--- config.mk ---
export PLATFORM = sky130hd
export DESIGN_NAME = cordic_rotation
export DESIGN_NICKNAME = d
export VERILOG_FILES = /design/src/rtl/cordic_rotation.sv
export SDC_FILE = /design/constraint.sdc
export NUM_CORES = 1
export LEC_CHECK = 0
export CORE_AREA = 2 2 113 115
export DETAILED_ROUTE_END_ITERATION = 8
export DIE_AREA = 0 0 115 117
export GPL_TIMING_DRIVEN = 0
export PLACE_DENSITY = 0.74
export SYNTH_ARGS = -nofsm -noshare
export SYNTH_HDL_FRONTEND = slang
export SYNTH_SLANG_ARGS = --single-unit
--- constraint.sdc ---
create_clock -name clock -period 5.8 [get_ports clock]
set_input_delay 0.58 -clock clock [delete_from_list [all_inputs] [get_ports clock]]
set_output_delay 0.58 -clock clock [all_outputs]
set_load 0.02 [all_outputs]
--- src/rtl/cordic_rotation.sv ---
// Rotation-mode CORDIC: converts a phase in integer degrees into a saturated 8-bit I/Q pair.
// Six iterations after a quadrant pre-rotation; one conversion every 8 cycles at most.
module cordic_rotation #(
    parameter int AMPL = 39
) (
    input  logic               clock,
    input  logic               reset,
    input  logic               i_start,
    input  logic signed [15:0] i_angle,
    output logic signed [7:0]  o_I,
    output logic signed [7:0]  o_Q,
    output logic               o_valid,
    output logic               o_busy,
    output logic               o_err
);

    typedef enum logic [1:0] {
        S_IDLE,
        S_ROTATE,
        S_DONE
    } state_t;

    localparam logic signed [9:0]  AMPL_W   = 10'(AMPL);
    localparam logic signed [15:0] ANG_MAX  = 16'sd180;
    localparam logic signed [15:0] ANG_QUAD = 16'sd90;
    localparam logic [2:0]         K_LAST   = 3'd5;

    state_t             r_state;
    logic signed [9:0]  r_x;
    logic signed [9:0]  r_y;
    logic signed [15:0] r_z;
    logic [2:0]         r_k;
    logic               r_err;

    logic signed [15:0] w_atan;
    logic signed [9:0]  w_x_sh;
    logic signed [9:0]  w_y_sh;
    logic signed [9:0]  w_x_nxt;
    logic signed [9:0]  w_y_nxt;
    logic signed [15:0] w_z_nxt;
    logic signed [9:0]  w_x_load;
    logic signed [15:0] w_z_load;
    logic               w_bad;

    function automatic logic signed [7:0] sat8(input logic signed [9:0] v);
        if (v > 10'sd127)
            return 8'sh7F;
        else if (v < -10'sd128)
            return 8'sh80;
        else
            return v[7:0];
    endfunction

    // NOTE: every signal driven here gets a default first so no latch is inferred.
    always_comb begin
        w_atan = '0;
        case (r_k)
            3'd0:    w_atan = 16'sd45;
            3'd1:    w_atan = 16'sd27;
            3'd2:    w_atan = 16'sd14;
            3'd3:    w_atan = 16'sd7;
            3'd4:    w_atan = 16'sd3;
            3'd5:    w_atan = 16'sd2;
            default: w_atan = '0;
        endcase

        w_x_sh = r_x >>> r_k;
        w_y_sh = r_y >>> r_k;
        if (!r_z[15]) begin
            w_x_nxt = r_x - w_y_sh;
            w_y_nxt = r_y + w_x_sh;
            w_z_nxt = r_z - w_atan;
        end else begin
            w_x_nxt = r_x + w_y_sh;
            w_y_nxt = r_y - w_x_sh;
            w_z_nxt = r_z + w_atan;
        end

        // Fold the outer quadrants onto +/-90 so six iterations converge.
        w_bad = (i_angle > ANG_MAX) || (i_angle < -ANG_MAX);
        if (i_angle > ANG_QUAD) begin
            w_x_load = -AMPL_W;
            w_z_load = i_angle - ANG_MAX;
        end else if (i_angle < -ANG_QUAD) begin
            w_x_load = -AMPL_W;
            w_z_load = i_angle + ANG_MAX;
        end else begin
            w_x_load = AMPL_W;
            w_z_load = i_angle;
        end
    end

    // NOTE: sequential state uses non-blocking assignments so every register sees pre-edge values.
    always_ff @(posedge clock or negedge reset) begin
        if (!reset) begin
            r_state <= S_IDLE;
            r_x     <= '0;
            r_y     <= '0;
            r_z     <= '0;
            r_k     <= '0;
            r_err   <= 1'b0;
            o_I     <= '0;
            o_Q     <= '0;
            o_valid <= 1'b0;
            o_busy  <= 1'b0;
            o_err   <= 1'b0;
        end else begin
            case (r_state)
                S_IDLE: begin
                    if (i_start) begin
                        r_x     <= w_x_load;
                        r_y     <= '0;
                        r_z     <= w_z_load;
                        r_k     <= '0;
                        r_err   <= w_bad;
                        o_busy  <= 1'b1;
                        r_state <= S_ROTATE;
                    end
                end
                S_ROTATE: begin
                    r_x <= w_x_nxt;
                    r_y <= w_y_nxt;
                    r_z <= w_z_nxt;
                    r_k <= r_k + 3'd1;
                    if (r_k == K_LAST) begin
                        o_I     <= r_err ? 8'sd0 : sat8(w_x_nxt);
                        o_Q     <= r_err ? 8'sd0 : sat8(w_y_nxt);
                        o_err   <= r_err;
                        o_valid <= 1'b1;
                        r_state <= S_DONE;
                    end
                end
                S_DONE: begin
                    o_valid <= 1'b0;
                    o_busy  <= 1'b0;
                    r_state <= S_IDLE;
                end
                default: r_state <= S_IDLE;
            endcase
        end
    end

endmodule

==> flow_summary.json, run 1 <==
{
  "final_common_cell": "nand2_1",
  "period_share": 0.9519,
  "clk_path_buf_depth": 2,
  "synth_compound_gate_area_share": 0.2626,
  "numCtsBuffers": 9,
  "reg2reg_depth": 20,
  "maxSlewHeadroom": 0.1726,
  "grt_overflow": 0,
  "slew_violations": 0,
  "ys_ff_latch": 61,
  "finalWorstSetupSlack_ns": 0.2791,
  "gp_congestion": 0.9423,
  "synth_edf_count": 0,
  "critPathLaunch": "r_k[1]",
  "syn_to_final_growth_pct": 14.34,
  "crit_arrival_ns": 5.75,
  "path_cells": "buf_6, buf_2, buf_2, buf_2, mux4_2, o21ai_1, ha_1, nand2_1, nor2_1, nor2_1, xor2_1, ha_1, and3_1, a2111oi_2, a211oi_1, o21ai_0, nand2b_1, xnor3_1, a21oi_2, a221o_1",
  "postLayoutCellArea_mm2": 0.006843,
  "path_class": "reg2reg",
  "drt-initial-drc-count": 471,
  "ys_seq_area_frac": 0.2551,
  "htree_levels": 3,
  "clock_sinks": 61,
  "slowest_stage": "mux4_2",
  "dpl.hpwl_um": 13530,
  "core_mm2": 0.01231,
  "r2r_start": "r_k[1]",
  "yosys.area_share.simple": 0.1608,
  "status": "finished, final reports clean",
  "fmax_mhz": 181.1,
  "path_max_fanout": 10,
  "layout-drive-gt1-share": 0.07275,
  "wirelength_um": 17660,
  "crit_end": "o_I[2]",
  "num_vias": 5778,
  "portBuffers": 35,
  "antenna_found_initial": 0,
  "first_pass_iters": 5,
  "clock_skew_ns": 0.006516,
  "synth.cell_area_mm2": 0.005984,
  "synth-adder-area-share": 0.1083,
  "start_util": 0.4861,
  "synth_nets": 773,
  "die_height_um": 117,
  "num_io_pins": 38,
  "cts_setup_buffers": 0,
  "final-setup-viol-count": 0,
  "synthMuxAreaShare": 0.06962,
  "ys_warn_count": 0,
  "reg2reg_slack_ns": 0.28,
  "num_antenna_cells": 0,
  "crit_path_start_kind": "flip-flop",
  "dpl_cell_area_mm2": 0.006538,
  "postSynth.asyncResetShare": 1.000,
  "place_ws_ns": 0.2785,
  "drtAntennaViolNets": 0,
  "grt_pass1_vias": 5518,
  "die_area_mm2": 0.01346,
  "worstPathRequired_ns": 6.03,
  "fin_setup_tns_ns": 0,
  "synth_area_per_cell_um2": 8.501,
  "avgViaCountPerCell": 6.377,
  "endpoint_kind": "flip-flop",
  "grt_pass1_wl_um": 28060,
  "syn_inst": 704,
  "hold_violations": 0,
  "min_period_ns": 5.521,
  "grt_usage": 0.2697,
  "cts_root_buffer": "clkbuf_16",
  "synthFlopType": "dfrtp_1",
  "fp-row-count": 41,
  "r2r-end": "o_I[2]",
  "wl_per_cell_um": 19.49,
  "grt_max_degree": 39,
  "tightest_slew_ns": 1.231,
  "clkTransAtPathRegs_ns": 0.06,
  "cpMostUsedCell": "buf_2",
  "chipWidth_um": 115,
  "cap_violations": 0,
  "drcViolationCount": 0,
  "ys_types": 75,
  "critPathMaxStageDelay_ns": 0.56,
  "fin_util": 0.5558,
  "most-common-layout-cells": "nand2_1 (73), nor2_1 (65), dfrtp_1 (61)",
  "cts-resized-gates": 0,
  "ctsHoldBuffers": 0,
  "synthXorXnorAreaFrac": 0.09199,
  "clk_latency_ns": 0.35,
  "hp-class": "in2async",
  "synth_top_family_by_area": "compound AO/OA/AOI/OAI gates",
  "cts_tree": "built",
  "nets": 820,
  "rsz0062_at_grt": "no"
}
==> metal layers <==
layer  routed length [um]  share of wire  up-vias  GRT usage
li1                     -              -     2703          -
met1                 7633           0.43     2788     0.3574
met2                 8219           0.47      239     0.4337
met3                 1164          0.066       48    0.04789
met4                  637          0.036        0     0.1213
met5                    0              0        -          0
==> kinds of logic (layout without fill, tap and decap cells) <==
group,count (synthesis),after routing
AOI/OAI and AO/OA,229,229
xor gates and xnor gates,58,58
adders and majority gates,50,50
buffers and inverters,64,116
DFF,61,61
muxes,31,31
and+or+nand+nor,211,211
==> cells in the mapped netlist, types with 18 or more instances <==
cell type	count	area, um^2
nand2_1	73	274.0
nor2_1	65	244.0
dfrtp_1	61	1526
a21oi_1	56	280.3
ha_1	47	588.1
o21ai_0	34	170.2
xnor2_1	29	254.0
xor2_1	26	227.7
inv_1	25	93.84
clkbuf_1	19	71.32
mux2i_1	18	180.2
==> state kept, by name, summed over array words and instances, names as in the netlist <==
| signal | cells |
|---|---|
| o_I | 8 |
| o_Q | 8 |
| o_busy | 1 |
| o_err | 1 |
| o_valid | 1 |
| r_err | 1 |
| r_k | 3 |
| r_state | 2 |
| r_x | 10 |
| r_y | 10 |
| r_z | 16 |
==> metrics by stage <==
stage / hold slack [ns] / std cells
finish: 0.2346 / 906
global route: 0.2826 / 906
CTS: 0.2619 / 906
detailed placement: 0.4996 / 890
global placement: 0.4882 / 889
floorplan: 0.2844 / 704
==> worst min-delay path by stage <==
stage	start	end	cells after the start	slack (ns)
CTS	reset	o_Q[4]	1	0.26
floorplan	reset	o_I[0]	0	0.28
detailed placement	r_state[1]	r_state[0]	1	0.50
global route	reset	o_Q[4]	1	0.28
finish	reset	o_Q[4]	1	0.23
global placement	o_err	o_err	1	0.49
==> cell type report <==
type	count	area (um^2)
sequential	61	1526
multi-input combinational	579	4153
buffer	36	203.9
fill	1116	5469
timing repair buffer	36	365.4
clock buffer	10	229.0
tap	150	187.7
clock inverter	6	72.57
inverter	28	105.1
==> worst max-delay path: cells and delay by family (launching register included) <==
family / cells / cell delay, ns
adders and majority gates: 2 / 0.57
xor gates and xnor gates: 2 / 0.69
buffers and inverters: 4 / 0.96
muxes: 1 / 0.56
and+or+nand+nor: 5 / 0.55
DFF: 1 / 0.47
AOI/OAI and AO/OA: 6 / 1.58
Power of run 1 is not shown: default switching activity piles up to over one toggle a cycle in this logic, so the estimate is an artifact.
==> run 2, diff against run 1 <==
ABC_AREA = 0   (was unset)
==> results of run 2 <==
No change in the layout: final DEF, timing and power equal those of run 1.
Power of run 2 is left out for the same reason.
==> run 3, diff against run 2 <==
HOLD_SLACK_MARGIN = 0.05   (was unset)
SKIP_CTS_REPAIR_TIMING = 1   (was unset)
==> results of run 3 <==
No change in the layout: final DEF, timing and power equal those of run 1.
Power of run 3 is left out for the same reason.
